**config.mk**
```make
export PLATFORM = sky130hd
export DESIGN_NAME = uart_tx_fifo
export DESIGN_NICKNAME = d
export VERILOG_FILES = /design/src/rtl/uart_tx_fifo.sv
export SDC_FILE = /design/constraint.sdc
export NUM_CORES = 1
export LEC_CHECK = 0
export CORE_MARGIN = 3
export CORE_UTILIZATION = 37
export DETAILED_ROUTE_END_ITERATION = 8
export SLEW_MARGIN = 10
export SYNTH_ARGS = -nofsm -noshare
export SYNTH_HDL_FRONTEND = slang
export SYNTH_SLANG_ARGS = --single-unit
```
**constraint.sdc**
```tcl
create_clock -name clk_i -period 7.53 [get_ports clk_i]
set_input_delay 1.506 -clock clk_i [delete_from_list [all_inputs] [get_ports clk_i]]
set_output_delay 1.506 -clock clk_i [all_outputs]
set_load 0.01 [all_outputs]
```
**src/rtl/uart_tx_fifo.sv**
```systemverilog
// Buffered 8N1 UART transmitter: byte FIFO on a valid/ready write port feeding a
// START/DATA/STOP serialiser. Define UART_TX_PARITY_EN to add an even-parity bit.
module uart_tx_fifo #(
  parameter int ClockFrequency = 125_000_000,
  parameter int BaudRate       = 15_625_000,
  parameter int FifoDepth      = 16
) (
  input  logic                           clk_i,
  input  logic                           rst_ni,
  input  logic [7:0]                     wdata_i,
  input  logic                           wvalid_i,
  output logic                           wready_o,
  output logic                           tx_o,
  output logic                           busy_o,
  output logic [$clog2(FifoDepth+1)-1:0] level_o
);

  localparam int CPB    = ClockFrequency / BaudRate;
  localparam int PtrW   = $clog2(FifoDepth);
  localparam int LevelW = $clog2(FifoDepth + 1);
  localparam int CntW   = (CPB > 2) ? $clog2(CPB) : 1;
  localparam logic [LevelW-1:0] FULL_LEVEL = LevelW'(FifoDepth);
  localparam logic [CntW-1:0]   BAUD_LAST  = CntW'(CPB - 1);

  generate
    if ((ClockFrequency % BaudRate) != 0 || CPB < 2 ||
        FifoDepth < 2 || (FifoDepth & (FifoDepth - 1)) != 0) begin : g_bad_cfg
      $error("uart_tx_fifo: CPB must be an integer >= 2 and FifoDepth a power of two >= 2");
    end
  endgenerate

`ifdef UART_TX_PARITY_EN
  typedef enum logic [2:0] {IDLE, START, DATA, PARITY, STOP} state_t;
`else
  typedef enum logic [1:0] {IDLE, START, DATA, STOP} state_t;
`endif

  logic [7:0]        mem [FifoDepth];
  logic [PtrW-1:0]   wr_ptr_reg, rd_ptr_reg;
  logic [LevelW-1:0] count_reg;
  state_t            state_reg, state_next;
  logic [CntW-1:0]   baud_reg, baud_next;
  logic [2:0]        bit_reg, bit_next;
  logic [7:0]        shift_reg, shift_next;
  logic              tx_reg, tx_next;
  logic              push, pop, fifo_empty, baud_done;

  assign fifo_empty = (count_reg == '0);
  assign wready_o   = (count_reg != FULL_LEVEL);
  assign push       = wvalid_i && wready_o;
  assign baud_done  = (baud_reg == BAUD_LAST);
  assign level_o    = count_reg;
  assign tx_o       = tx_reg;
  assign busy_o     = (state_reg != IDLE) || !fifo_empty;

  always_ff @(posedge clk_i) begin
    if (push) mem[wr_ptr_reg] <= wdata_i;
  end

  always_ff @(posedge clk_i) begin
    if (!rst_ni) begin
      wr_ptr_reg <= '0;
      rd_ptr_reg <= '0;
      count_reg  <= '0;
    end else begin
      if (push) wr_ptr_reg <= wr_ptr_reg + PtrW'(1);
      if (pop)  rd_ptr_reg <= rd_ptr_reg + PtrW'(1);
      // Occupancy is the single source of truth for full/empty.
      case ({push, pop})
        2'b10:   count_reg <= count_reg + LevelW'(1);
        2'b01:   count_reg <= count_reg - LevelW'(1);
        default: count_reg <= count_reg;
      endcase
    end
  end

  always_ff @(posedge clk_i) begin
    if (!rst_ni) begin
      state_reg <= IDLE;
      baud_reg  <= '0;
      bit_reg   <= '0;
      shift_reg <= '0;
      tx_reg    <= 1'b1;
    end else begin
      state_reg <= state_next;
      baud_reg  <= baud_next;
      bit_reg   <= bit_next;
      shift_reg <= shift_next;
      tx_reg    <= tx_next;
    end
  end

`ifdef UART_TX_PARITY_EN
  logic parity_reg;

  always_ff @(posedge clk_i) begin
    if (!rst_ni)  parity_reg <= 1'b0;
    else if (pop) parity_reg <= ^mem[rd_ptr_reg];
  end
`endif

  // Line level is registered from the current state, so it trails the FSM by one cycle.
  always_comb begin
    state_next = state_reg;
    baud_next  = baud_done ? '0 : baud_reg + CntW'(1);
    bit_next   = bit_reg;
    shift_next = shift_reg;
    tx_next    = 1'b1;
    pop        = 1'b0;
    case (state_reg)
      IDLE: begin
        baud_next = '0;
        if (!fifo_empty) begin
          pop        = 1'b1;
          shift_next = mem[rd_ptr_reg];
          state_next = START;
        end
      end
      START: begin
        tx_next = 1'b0;
        if (baud_done) begin
          bit_next   = '0;
          state_next = DATA;
        end
      end
      DATA: begin
        tx_next = shift_reg[0];
        if (baud_done) begin
          shift_next = {1'b0, shift_reg[7:1]};
          bit_next   = bit_reg + 3'd1;
          if (bit_reg == 3'd7) begin
`ifdef UART_TX_PARITY_EN
            state_next = PARITY;
`else
            state_next = STOP;
`endif
          end
        end
      end
`ifdef UART_TX_PARITY_EN
      PARITY: begin
        tx_next = parity_reg;
        if (baud_done) state_next = STOP;
      end
`endif
      STOP: begin
        if (baud_done) begin
          // Chain straight into the next start bit when more data is waiting.
          if (!fifo_empty) begin
            pop        = 1'b1;
            shift_next = mem[rd_ptr_reg];
            state_next = START;
          end else begin
            state_next = IDLE;
          end
        end
      end
      default: state_next = IDLE;
    endcase
  end

endmodule

```
-- Word-level counts from Yosys, hierarchy flattened
Memories as Yosys holds them, arrays and structs flattened. A register that Yosys moved wholly into a read port is not among the register bits.
Cells that the tools add are included.
- bits in registers: 30
- RAM bits: 128
- bits of input ports: 11
- output and inout port bits: 8
- logic and storage cells: 65
- memories: 1
- memories (memory ; words ; bits a word ; read ports ; clocked after memory_dff ; wr ports ; line ; source):
    mem ; 16 ; 8 ; 1 ; 1 ; 1 ; 38 ; logic [7:0] mem [FifoDepth];
- $add $sub $neg: 6
- eq/ne operators: 13
- mux-type cells: 23
- bitwise operators: 1
- reductions and logical operators: 13
- operators with widths (operator ; number):
    $mux 8 ; 3
    $pmux 8 s3 ; 1
    $mux 2 ; 5
    $ne 2x2->1 const B ; 5
    $pmux 5 s2 ; 1
    $add 4x1->4 const B ; 2
    $mux 4 ; 2
    $pmux 2 s4 ; 1
    $add 3x1->3 const B ; 2
    $eq 2x2->1 const B ; 3
    $eq 3x3->1 const B ; 2
    $mux 3 ; 2
    $pmux 3 s2 ; 1
    $reduce_and 3->1 ; 2
    $reduce_bool 2->1 ; 3
    $add 5x1->5 const B ; 1
    $logic_not 5->1 ; 1
    $mux 1 ; 5
    $ne 5x5->1 const B ; 1
    $reduce_and 5->1 ; 1
    $sub 5x1->5 const B ; 1
    $eq 2x1->1 const B ; 2
    $pmux 1 s2 ; 2
    $reduce_bool 3->1 ; 1
    other kinds (6) ; 6

-- Longest topological paths before layout
- depth in word-level cells: 6
- mapped depth: 13
- gate-level depth less buffers: 11

-- Worst setup path after synthesis
OpenSTA, ideal clock, no wires.
- path type: input to register
- from: input wvalid_i
- to: register count_reg[4], in the netlist level_o[4]
- setup time: 0.072 ns
- data arrival time: 3.307 ns
- data required time: 7.458 ns
- slack: 4.152 ns
- stages on the path: 10
- buffers on the path: 1
- cell sequence: a21boi_2 inv_1 ha_1 buf_2 xor2_1 ha_1 nor2_1 nor3b_2 a2111oi_2 mux2i_1
- longest elaborated chain between the ends: 3
- elaborated cells on any way between the ends: 5
- those cells by class: eq/ne (2); mux (1); reduce/logical (2)
- ends and longest elaborated chain (element ; line ; source):
    from (decl) ; 11 ; input logic wvalid_i,
    $logic_and 1x1->1 (*) ; 50 ; assign push = wvalid_i && wready_o;
    $eq 2x1->1 or $eq 2x2->1 (tied branches) ; 69 ; case ({push, pop})
    $pmux 5 s2 or $reduce_bool 2->1 (tied branches) ; n/a ;
    to (signal assigned) ; 70 ; 2'b10: count_reg <= count_reg + LevelW'(1);
    to (signal assigned) ; 71 ; 2'b01: count_reg <= count_reg - LevelW'(1);
    to (signal assigned) ; 72 ; default: count_reg <= count_reg;
    to (decl) ; 40 ; logic [LevelW-1:0] count_reg;
Mark *: on every way between the ends. The rest lies on a longest branch, timed or not.
A chain may end at the register's enable or synchronous reset.

-- Worst setup path after layout
- from: input wvalid_i
- to: memory mem[3][0] (enable)
- longest elaborated chain between the ends: 3
- ends and longest elaborated chain (element ; line ; source):
    $logic_and 1x1->1 ; 50 ;
    $mux 1 ; 57 ; if (push) mem[wr_ptr_reg] <= wdata_i;
    $mux 1 (not written as such) ; 57 ;
    to (decl) ; 38 ;
Every way passes these cells.

==> flow_results.org <==
** Timing
- In this run the tightest slew margin relative to its limit is between 20% and 30%.
- Setup repair after global routing left no endpoint under its margin.
- Worst clock skew :: 0.00823 ns
- The routed design could run at a clock period as short as 3.70 ns.
- In the post-route analysis, the smallest setup slack over all paths is roughly 3.8 ns.
- Static timing analysis puts the maximum clock frequency at 270 MHz.
- For the final routed database, the setup TNS stands at 0 ns.
- Number of pins with negative max-slew slack in the final report :: 0
- Dividing the final minimum period by the clock period gives 49.1%.
- At the pin with the least slew margin, the transition time is between 1 and 1.5 ns.
- The final-report hold violation count was 0.
- Setup violations remaining at the end of the flow were counted as 0.
- Min Hold Slack :: 0.425 ns

** Cells and area
- For this run, the number of standard cells in the final layout without fillers is 646.
- For this run, the share of the core covered by cells in the final layout is 43.8%.
- Number of flip-flops in the largest register :: 128
- Relative to the synthesized area, the layout overhead comes to 14.7%.
- Fraction of layout cells with a size suffix above 1 :: between 10% and 20%
- Antenna fix cells :: 0
- After routing the design area is 7630 sq um.
- After the last flow step, the layout net total stands at between 400 and 500.

** Synthesis
- Summed over all instances, the cell type with the most area after synthesis is sky130_fd_sc_hd__edfxtp_1.
- Leading cell types by total area after synthesis :: sky130_fd_sc_hd__edfxtp_1, sky130_fd_sc_hd__mux4_2, sky130_fd_sc_hd__dfxtp_1
- Number of storage elements in the synthesis netlist :: 162
- Synth Cell Area :: 6650 sq um
- Top-count cell post-synth :: sky130_fd_sc_hd__edfxtp_1
- The synthesized design contains 128 enable-type register cells.
- Average footprint of a synthesized cell :: 17.1 sq um
- Share of Yosys cell area claimed by the top area cell type :: 57.8%
- Among all flip-flop cells after synthesis, the most frequent one is sky130_fd_sc_hd__edfxtp_1.
- For this run, the number of Yosys warnings is 0.
- The number of nets in the synthesized netlist is 415.
- For this run, asynchronously set or reset flops after synthesis account for 0%.
- Number of different library cells in the post-synthesis netlist :: 38
- Sequential cells were found to cover 68.0% of the synthesized design area.
- Synthesized instance count :: 388
- By count the netlist is led by sky130_fd_sc_hd__edfxtp_1, sky130_fd_sc_hd__mux4_2, sky130_fd_sc_hd__dfxtp_1.

** Setup path
- The worst register-to-register path begins at baud_reg[0]$_SDFF_PP0_.
- Capturing instance or port of the critical path :: mem[3][0]$_DFFE_PP_
- FF-to-FF End :: level_o[2]$_SDFFE_PN0P_
- Cell at the slowest stage of the critical path :: sky130_fd_sc_hd__nor3_1
- STA classifies the critical path endpoint as a register.
- Worst path required time :: between 7 and 8 ns
- Worst-path cell chain :: clkdlybuf4s50_1 > a21boi_2 > nand2_1 > nor3_1
- Worst path arrival time :: 3.74 ns
- The largest single stage delay on the critical path is about 0.96 ns.
- Kind of launch point of the worst setup path :: input pin
- Counting cells, the worst reg-to-reg path comes to 11.
- By startpoint and endpoint, the worst setup path is classified as in -> reg.
- Of all nets on the critical path, the largest fanout is 10.
- Across all register-to-register paths, the minimum setup slack is between 4 and 5 ns.
- First element of the critical path :: wvalid_i

** Worst hold path
- The path class of the tightest hold or removal check is reg -> reg.
- Along the worst hold path, the cell count comes to 1.

** Global routing
- Wire length of the first global-routing pass :: between 20 and 25 mm
- Number of antenna violations at the first check in global routing :: 0
- Via count of the first global-routing pass :: 3477
- Entering global routing, the biggest net connects 34 pins.
- Total global routing track utilization :: about 14%
- Summed over all layers, the global routing overflow is 0.

** Clock tree
- No sink is reached through more buffers than the 2 on the longest clock path.
- TritonCTS built the clock tree.
- The tree built by TritonCTS fans out to ~160 sinks.
- Clock transition at path regs :: 0.06 ns
- After clock tree synthesis, the repair step resized 0 gates.
- Number of buffers inserted to repair setup after CTS :: 0
- In this run, CTS created clock tree buffers numbering 17.
- Clock latency at the later pin of the worst-skew pair :: 0.42 ns
- In this run, post-CTS hold repair placed 0 buffers.
- H-tree depth :: 4
- Clock Tree Root :: sky130_fd_sc_hd__clkbuf_16

** Drt
- After detailed routing, the average wire length per cell comes to 20.1 um.
- Number of design-rule violations left by the first detailed-router iteration :: 251
- Dividing the detail-routed via count by the number of cells gives 5.21.
- Via Count :: 3368
- The final layout contains routed wiring with a total length of 13.0 mm.
- Number of design rule violations left after detail routing :: 0
- First-pass DRT Iterations :: 4
- Number of nets still failing antenna checks after routing :: 0

** Pwr
- Power consumption :: 2.41 mW
- VDD sags by at most 0.184 mV.
- Leak :: 2.44 nW
- Power density of the placed cells :: 316 nW/um^2

** Outcome
- Status :: complete, no violations

** Floorplanning
- After floorplanning, the core was sized to cover 17400 sq um.
- Die width :: 140 um
- Die boundary height :: 140 um
- 19 I/O pins were placed.
- Cell row count :: 48
- The initial utilization of the core area, before any placement, comes to 38.2%.
- The floorplan step defined a die boundary enclosing 19600 sq um.

** Job
- Across the run, the number of max-cap violations was 0.

** Placed design
- During placement, the flow inserted port buffers numbering 18.
- Post-placement worst setup slack :: 3.38 ns
- HPWL after detailed placement :: 8.50 mm
- In this run, placement finished with an instance count of 616.
- DP Area :: 7060 sq um
- Routability-driven placement finished with a final weighted congestion of around 0.83.
==> cell families after synthesis <==
family          count (synthesis)  synth area share (%)
flops                         162                  68.0
simple gates                   78                  6.26
mux                            53                  15.5
compound gates                 41                  4.08
buf+inv                        28                  1.81
fa+ha+maj                      16                  3.01
xor+xnor                       10                  1.32
==> power by group <==
group / internal [mW] / leakage [nW] / switching [mW] / total [mW]
Combinational: 0.248 / 0.742 / 0.262 / 0.510
Sequential: 1.02 / 1.43 / 0.0522 / 1.07
Clock: 0.486 / 0.265 / 0.345 / 0.831
Total: 1.75 / 2.44 / 0.659 / 2.41
==> worst min-delay path by stage <==
stage,slack [ns],start,endpoint
after floorplan,0.40,baud_reg[0]$_SDFF_PP0_,baud_reg[0]$_SDFF_PP0_
after global routing,0.45,baud_reg[0]$_SDFF_PP0_,baud_reg[0]$_SDFF_PP0_
after global placement,0.41,baud_reg[0]$_SDFF_PP0_,baud_reg[0]$_SDFF_PP0_
after CTS,0.43,baud_reg[0]$_SDFF_PP0_,baud_reg[0]$_SDFF_PP0_
final,0.42,baud_reg[0]$_SDFF_PP0_,baud_reg[0]$_SDFF_PP0_
after detailed placement,0.42,baud_reg[0]$_SDFF_PP0_,baud_reg[0]$_SDFF_PP0_
==> final cells by class <==
cell class / count / area [sq um]
Sequential cell: 162 / 4530
Timing Repair Buffer: 23 / 218
Clock buffer: 18 / 429
Inverter: 8 / 30.0
Tap cell: 225 / 282
Fill cell: 1532 / 9790
Multi-Input combinational cell: 198 / 2010
Clock inverter: 12 / 134
==> metal layers <==
layer,track usage [%],part of all wire (%)
met1,19.7,46
met2,21.7,49
met3,3.45,4.0
met4,5.66,1.5
met5,0,0
==> worst max-delay path, delay by kind of cell <==
| kind | cells | cell delay, ns |
|---|---|---|
| AOI/OAI and AO/OA | 1 | 0.50 |
| and+or+nand+nor | 2 | 1.25 |
| buffers and inverters | 1 | 0.49 |
==> cell usage in the layout (no fill, tap or decap), drive strengths merged, types with 3 or more instances in the layout <==
master and instances:
clkinv 3, mux2i 13, nand2 18, clkbuf 18
ha 16, xor2 5, nor3 6, a21oi 14
mux4 40, o21ai 15, nor2 19, nor2b 13
clkinvlp 3, buf 5, edfxtp 128, inv 12
and2 12, nand2b 3, xnor2 5, clkdlybuf4s50 18
dfxtp 34
No activity file was read; power rests on OpenSTA's default activity.
